<file path="config.mk">
export PLATFORM = sky130hd
export DESIGN_NAME = dmem_access_unit
export DESIGN_NICKNAME = d
export VERILOG_FILES = /design/src/rtl/dmem_access_unit.sv
export SDC_FILE = /design/constraint.sdc
export NUM_CORES = 1
export LEC_CHECK = 0
export ABC_AREA = 1
export CORE_MARGIN = 2
export CORE_UTILIZATION = 47
export DETAILED_ROUTE_END_ITERATION = 6
export HOLD_SLACK_MARGIN = 0.15
export PLACE_DENSITY = 0.82
export SYNTH_ARGS = -nofsm -noshare
export SYNTH_HDL_FRONTEND = slang
export SYNTH_SLANG_ARGS = --single-unit
</file>
<file path="constraint.sdc">
create_clock -name clk -period 3.09 [get_ports clk]
set_clock_uncertainty 0.2 [all_clocks]
set_input_delay 0.618 -clock clk [delete_from_list [all_inputs] [get_ports clk]]
set_output_delay 0.618 -clock clk [all_outputs]
set_load 0.01 [all_outputs]
</file>
<file path="src/rtl/dmem_access_unit.sv">
// -----------------------------------------------------------------------------
// dmem_access_unit
//
// Load/store initiator for the word-wide DataMemory port. It takes one
// byte-addressed request at a time and turns it into word accesses:
//   - word store           : a single write
//   - load (any size)      : a read, waits READ_LATENCY, then extracts and
//                            extends the addressed lane
//   - byte/halfword store  : read-modify-write, because the memory only
//                            writes whole 32-bit words
// Misaligned or illegal-size requests complete with resp_err and never
// touch memory.
//
// Ports
//   clk, rst                  clock, synchronous active-high reset
//   req_valid / req_ready     request handshake (ready only in IDLE)
//   req_write, req_size,      store flag, size (00 B, 01 H, 10 W, 11 illegal),
//   req_signed                sign-extend flag for loads
//   req_addr, req_wdata       byte address, right-aligned store data
//   resp_valid, resp_rdata,   one-cycle completion pulse, load data
//   resp_err                  (0 for stores/errors) and error flag
//   memWrite, memRead,        DataMemory strobes, word address and
//   data_addr, writeData,     write data
//   readData                  DataMemory read data
//
// Every output is decoded from registered state and gated by rst, so all
// outputs read 0 while reset is held.
// -----------------------------------------------------------------------------
module dmem_access_unit #(
    parameter int ADDR_W       = 10,
    parameter int READ_LATENCY = 2
) (
    input  logic              clk,
    input  logic              rst,
    input  logic              req_valid,
    output logic              req_ready,
    input  logic              req_write,
    input  logic [1:0]        req_size,
    input  logic              req_signed,
    input  logic [ADDR_W+1:0] req_addr,
    input  logic [31:0]       req_wdata,
    output logic              resp_valid,
    output logic [31:0]       resp_rdata,
    output logic              resp_err,
    output logic              memWrite,
    output logic              memRead,
    output logic [ADDR_W-1:0] data_addr,
    output logic [31:0]       writeData,
    input  logic [31:0]       readData
);

    typedef enum logic [2:0] {
        IDLE    = 3'd0,
        ERR     = 3'd1,
        RD      = 3'd2,
        RD_WAIT = 3'd3,
        WR      = 3'd4,
        RESP    = 3'd5
    } state_t;

    // RD_WAIT lasts READ_LATENCY cycles; the last one is the capture cycle.
    localparam logic [2:0] LAST_CNT = 3'(READ_LATENCY - 1);

    state_t            state_q, state_d;
    logic [2:0]        cnt_q;
    logic [ADDR_W+1:0] addr_q;
    logic [1:0]        size_q;
    logic              signed_q;
    logic              write_q;
    // Holds store data from accept, then the merged word (sub-word store)
    // or the extended load result after the read completes.
    logic [31:0]       data_q;

    logic              misaligned;
    logic              capture;
    logic [7:0]        byte_lane;
    logic [15:0]       half_lane;
    logic [31:0]       load_val;
    logic [31:0]       merged;

    assign misaligned = (req_size == 2'b11) ||
                        (req_size == 2'b01 && req_addr[0]) ||
                        (req_size == 2'b10 && req_addr[1:0] != 2'b00);

    assign capture = (state_q == RD_WAIT) && (cnt_q == LAST_CNT);

    // Lane extraction and extension for loads.
    always_comb begin
        byte_lane = readData[{addr_q[1:0], 3'b000} +: 8];
        half_lane = readData[{addr_q[1], 4'b0000} +: 16];
        case (size_q)
            2'b00:   load_val = {{24{signed_q & byte_lane[7]}}, byte_lane};
            2'b01:   load_val = {{16{signed_q & half_lane[15]}}, half_lane};
            default: load_val = readData;
        endcase
    end

    // Sub-word store merge: only the addressed lane is replaced.
    always_comb begin
        merged = readData;
        case (size_q)
            2'b00:   merged[{addr_q[1:0], 3'b000} +: 8] = data_q[7:0];
            2'b01:   merged[{addr_q[1], 4'b0000} +: 16] = data_q[15:0];
            default: merged = data_q;
        endcase
    end

    always_comb begin
        state_d = state_q;
        case (state_q)
            IDLE: begin
                if (req_valid) begin
                    if (misaligned)
                        state_d = ERR;
                    else if (req_write && req_size == 2'b10)
                        state_d = WR;
                    else
                        state_d = RD;
                end
            end
            ERR:     state_d = IDLE;
            RD:      state_d = RD_WAIT;
            RD_WAIT: if (cnt_q == LAST_CNT) state_d = write_q ? WR : RESP;
            WR:      state_d = RESP;
            RESP:    state_d = IDLE;
            default: state_d = IDLE;
        endcase
    end

    always_ff @(posedge clk) begin
        if (rst) begin
            state_q  <= IDLE;
            cnt_q    <= '0;
            addr_q   <= '0;
            size_q   <= '0;
            signed_q <= 1'b0;
            write_q  <= 1'b0;
            data_q   <= '0;
        end else begin
            state_q <= state_d;
            if (state_q == IDLE && req_valid) begin
                addr_q   <= req_addr;
                size_q   <= req_size;
                signed_q <= req_signed;
                write_q  <= req_write;
                data_q   <= req_wdata;
                cnt_q    <= '0;
            end
            if (state_q == RD_WAIT)
                cnt_q <= cnt_q + 3'd1;
            if (capture)
                data_q <= write_q ? merged : load_val;
        end
    end

    assign req_ready  = !rst && (state_q == IDLE);
    assign resp_valid = !rst && (state_q == RESP || state_q == ERR);
    assign resp_err   = !rst && (state_q == ERR);
    assign resp_rdata = (!rst && state_q == RESP && !write_q) ? data_q : 32'h0;
    assign memRead    = !rst && (state_q == RD);
    assign memWrite   = !rst && (state_q == WR);
    assign writeData  = (!rst && state_q == WR) ? data_q : 32'h0;
    assign data_addr  = rst ? '0 : addr_q[ADDR_W+1:2];

endmodule

</file>
==> results of run 1 <==
==> where the power goes <==
| group | switching (uW) | internal, uW |
|---|---|---|
| logic | 746 | 443 |
| clock network | 269 | 169 |
| registers | 82.2 | 796 |
| total | 1100 | 1410 |
==> what timing repair did <==
action	in CTS	in global routing
buffers inserted	0	0
resized for setup	26	26
gates cloned	0	1
endpoints found under the setup margin	36	40
pin swaps	1	1
==> cells by family after synthesis <==
logic type	count (synthesis)
buf+inv	152
simple gates	421
compound gates	232
xor+xnor	1
flops	54
fa+ha+maj	7
==> registers in the layout, indices dropped and copies added (netlist names) <==
register / count
addr_q: 12
cnt_q: 3
data_q: 32
signed_q: 1
size_q: 2
state_q: 3
write_q: 1
==> per-stage QoR <==
step	setup TNS [ns]	utilization
6_report	0	0.661
5_1_grt	-0.0239	0.661
2_1_floorplan	0	-
3_3_place_gp	-0.425	0.645
3_5_place_dp	-1.03	0.645
4_1_cts	0	0.652
==> cells in the final DEF, fill, tap and decap left out, drive strengths merged <==
master,Yosys,layout
ha,7,7
nand3b,1,1
a21oi,135,135
xor2,1,1
o21ai,92,92
nand3,86,86
o211ai,1,1
a22oi,1,1
buf,29,23
clkinv,0,2
dlygate4sd2,0,25
nand2,172,172
dfxtp,54,54
nor4,1,1
nand4,2,2
o21a,1,1
inv,98,99
a211oi,1,1
nor3,2,2
nor2,157,157
dlymetal6s2s,0,22
clkbuf,25,6
clkdlybuf4s50,0,114
o22ai,1,1
==> path summary, 6_finish.rpt <==
kind                   from              to  slack [ns]
setup / recovery        rst  resp_rdata[23]        0.03
hold / removal    addr_q[5]       addr_q[5]        0.26
setup reg to reg  size_q[1]      data_q[16]        0.77
hold reg to reg   addr_q[5]       addr_q[5]        0.26
==> layer usage <==
layer | track usage | part of all wire | up-vias
li1 | - | - | 3078
met1 | 0.367 | 0.40 | 2711
met2 | 0.486 | 0.47 | 319
met3 | 0.0637 | 0.093 | 46
met4 | 0.138 | 0.035 | 0
met5 | 0 | 0 | -
==> cell type report <==
cell class | instances | area, um^2 | area share
multi-input combinational | 661 | 3150 | 0.468
clock buffer | 5 | 68.8 | 0.0102
timing repair buffer | 185 | 1860 | 0.276
inverter | 98 | 378 | 0.0561
sequential | 54 | 1080 | 0.161
clock inverter | 3 | 28.8 | 0.00427
tap | 136 | 170 | 0.0253
==> worst max-delay path: stages <==
cell             delay [ns]
clkdlybuf4s50_1        0.46
nor3_2                 0.18
nand3_2                0.14
buf_12                 0.18
nor2_1                 0.11
clkdlybuf4s50_1        0.55
==> impl_metrics.toml, run 1 <==
[clocking]
clock_latency_ns = 0.32
clk_path_buf_depth = 2
hold_buffers = 0
clock-sinks = 54
numCtsBuffers = 5
cts_tree = "done"
h-tree-depth = 2
path_clk_slew_ns = 0.12
root_buffer = "clkbuf_8"

[yosys]
yosysWarnings = 0
synthSimpleGateAreaFrac = 0.382
ys_seq_elements = 54
synth_edf_count = 0
postSynthCellCount = 867
netlist_area_mm2 = 0.00484
synthXorXnorAreaFrac = 0.00181
synth_cell_types = 37
synthMuxAreaShare = 0
synth.net_count = 957
avgSynthCellArea_um2 = 5.59
synth_top_cell_area_share = 0.223
synth_adder_area_share = 0.0181
async_flop_share = 0
synth_top_family_by_area = "simple AND/OR/NAND/NOR gates"
synthTopCellsByArea = "dfxtp_1 22%, a21oi_1 14%, nand2_1 12%"
synthTopCellsByCount = "161 x nand2_1, 151 x nor2_1, 135 x a21oi_1"
seq_area_frac_synth = 0.223
synthFlopType = "dfxtp_1"
synth_compound_area_frac = 0.244
synth_area_leader_cell = "dfxtp_1"
synth.most_common_cell = "nand2_1"

[sta]
fin_crit_ns = 3.06
fmax_ghz = 0.327
hold_viol = 0
setup_viol = 0
setup_ws_ns = 0.0316
slew_headroom = 0.592
hold-worst-slack_ns = 0.261
worst_pin_slew_ns = 0.611
slew_violations = 0
period_share = 0.990

[drt]
drcViolationCount = 0
vias = 6154
viasPerCell = 5.39
ant_nets = 0
drt_iter0_markers = 479
firstDrtPassIters = 5
detail_route.wirelength_mm = 17.1
routedWlPerCell_um = 15.0

[critical_path]
crit_type = "input port to output pin"
path_max_fanout = 26
crit_arrival_ns = 2.24
crit_path_start_kind = "input port"
worstPathRequired_ns = 2.27
ff2ff_path_depth = 9
end_kind = "output pin"

[placement]
preCtsSetupSlack_ns = -0.0449
place_hpwl_mm = 12.5
place_area_mm2 = 0.00657
dp_cells = 1133
gp_congestion = 0.945
port-buffer-count = 161

[finish]
design_area_mm2 = 0.00673
diodes = 0
fillers = 972
drive_gt1_frac = 0.0686
syn2layout_area_growth_pct = 39.0
final_cells = 1142
nets = 1095

[die]
die_y_um = 106
row_count = 37
core_area_mm2 = 0.0102
initial_utilization = 0.476
fp.dieW_um = 106
die_area_mm2 = 0.0111
io_pins = 162

[hold_path]
hold_depth = 2
min_path_type = "flop to flop"

[global_routing]
grt_max_degree = 48
grt_overflow_total = 0
grt_pass1_vias = 5616
antenna_found_initial = 0
grt_pass1_wl_mm = 26.9
track_usage = 0.295

[status]
status = "finished, final reports clean"

[power]
irDropWorstVdd_v = 0.000229
power_uw = 2510
cellPowerDensity_mw_per_mm2 = 372
p_leak_uw = 0.00338

[run]
cap_violations = 0
Note: power is estimated with default switching activity, not from simulation.
==> run 2: changes to the inputs <==
- CORE_UTILIZATION: 47 -> 55
- DONT_BUFFER_PORTS: default -> 1
- GPL_TIMING_DRIVEN: default -> 0
- PLACE_DENSITY: 0.82 -> 0.7
==> impl_metrics.toml, run 2 (synthesized netlist as in run 1, its figures left out) <==
[drt]
viasPerCell = 6.10
vias = 5991
detail_route.wirelength_mm = 19.1
firstDrtPassIters = 7
routedWlPerCell_um = 19.5
drt_iter0_markers = 528
drcViolationCount = 0
ant_nets = 0

[finish]
largest_register_ffs = 32
diodes = 0
final_common_cell = "nand2_1"
final_cells = 982
syn2layout_area_growth_pct = 5.09
final_cell_mix = "161 x nand2_1, 151 x nor2_1, 135 x a21oi_1, 90 x inv_1, 83 x nand3_1"
reg_top3 = "data_q (32), addr_q (12)"
drive_gt1_frac = 0.0767
nets = 963
fin_util = 0.589
top_register = "data_q"

[sta]
setup_viol = 0
finalSetupTns_ns = 0
setup_ws_ns = 0.150
slew_violations = 0
hold_viol = 0
fin_crit_ns = 2.94
rsz0062_at_grt = "no"
fmax_ghz = 0.340
period_share = 0.952
slew_headroom = 0.523
worst_pin_slew_ns = 0.716

[critical_path]
cp_top_family = "buffers and inverters"
ff2ff_path_depth = 13
reg2reg_to = "data_q[31]"
end_kind = "output pin"
regToRegStartpoint = "addr_q[1]"
crit_arrival_ns = 2.12
slowest_stage = "inv_1"
crit_path_max_incr_delay_ns = 0.42
path_buf_inv = 2
path_max_fanout = 13
worstPathRequired_ns = 2.27
rrSetupSlack_ns = 0.34
crit_path_start_kind = "flop"
crit_type = "flop to output pin"
worstPathCellList = "inv_1, nand3_1, clkbuf_1, nor2_1"

[global_routing]
grt_overflow_total = 0
grt_max_degree = 17
track_usage = 0.376
grt_pass1_vias = 5425
antenna_found_initial = 0
grt_pass1_wl_mm = 28.6

[clocking]
path_clk_slew_ns = 0.10
clock_latency_ns = 0.33
root_buffer = "clkbuf_8"
hold_buffers = 0
clk_path_buf_depth = 2
clock-sinks = 54
h-tree-depth = 2
postCtsSetupBuffers = 0
numCtsBuffers = 5
cts_tree = "done"

[power]
pwr-share-comb = 0.441
p_int_uw = 1380
power_uw = 2520
swShare = 0.454
p_leak_uw = 0.00225
cellPowerDensity_mw_per_mm2 = 495
pwr-share-seq = 0.352
clkPwrFrac = 0.207
p_switching_uw = 1140
irDropWorstVdd_v = 0.000286

[placement]
port-buffer-count = 0
preCtsSetupSlack_ns = 0.203
dp_cells = 975
gp_congestion = 1.01
place_hpwl_mm = 14.8

[hold_path]
hold_depth = 3
whs_endpoint = "data_q[6]"
min_path_type = "input port to flop"
min-delay-start = "rst"

[die]
core_area_mm2 = 0.00864
row_count = 34
die_area_mm2 = 0.00957
fp.dieW_um = 97.8
io_pins = 162
die_y_um = 97.8
initial_utilization = 0.561

[run]
cap_violations = 0

[status]
status = "finished, final reports clean"
[run 2: how the worst max path moves through the flow]
stage | startpoint | end | slack (ns) | cells past startpoint
floorplan | rst | resp_rdata[10] | 0.68 | 4
global placement | rst | resp_rdata[8] | 0.24 | 4
detailed placement | rst | resp_rdata[4] | 0.20 | 4
CTS | state_q[0] | resp_rdata[4] | 0.01 | 5
global route | write_q | resp_rdata[2] | 0.03 | 4
finish | write_q | resp_rdata[4] | 0.15 | 4
[run 2: routing by layer]
layer / GRT usage / vias up / share of wire
met4: 0.166 / 0 / 0.051
met5: 0 / - / 0
met2: 0.618 / 381 / 0.45
li1: - / 2813 / -
met1: 0.467 / 2725 / 0.39
met3: 0.0938 / 72 / 0.11
[run 2: layout make-up]
type,instances,area [um^2]
clock inverter,2,37.5
clock buffer,6,72.6
fill,909,3550
sequential,54,1080
tap,108,135
buffer,53,249
multi-input combinational,661,3140
inverter,98,378
[run 2: what timing repair did]
action	4_1_cts	5_1_grt
gates cloned	0	0
endpoints found under the setup margin	10	30
gates resized for setup	0	1
[run 2: power by group through the flow]
stage / combinational, uW / sequential [uW] / clock (uW)
CTS: 1080 / 881 / 511
finish: 1110 / 887 / 521
floorplan: 823 / 862 / 0
global placement: 1040 / 893 / 0
global route: 1220 / 895 / 528
detailed placement: 1070 / 897 / 0
[run 2: metrics by stage]
step	hold slack, ns	instance area (um^2)
final	0.254	5090
after global routing	0.274	5090
after CTS	0.255	5080
after detailed placement	0.244	4980
after global placement	0.239	4980
after floorplan	0.230	4840
[run 2: worst register-to-register path: stages (launching register included)]
cell and delay, ns:
dfxtp_1 0.39, buf_4 0.20, inv_2 0.08, buf_2 0.19
buf_2 0.25, ha_1 0.23, inv_1 0.16, buf_2 0.27
nand3_1 0.12, o21ai_0 0.19, nand2_1 0.08, nand3_1 0.09
nand3_1 0.09, a21oi_1 0.15
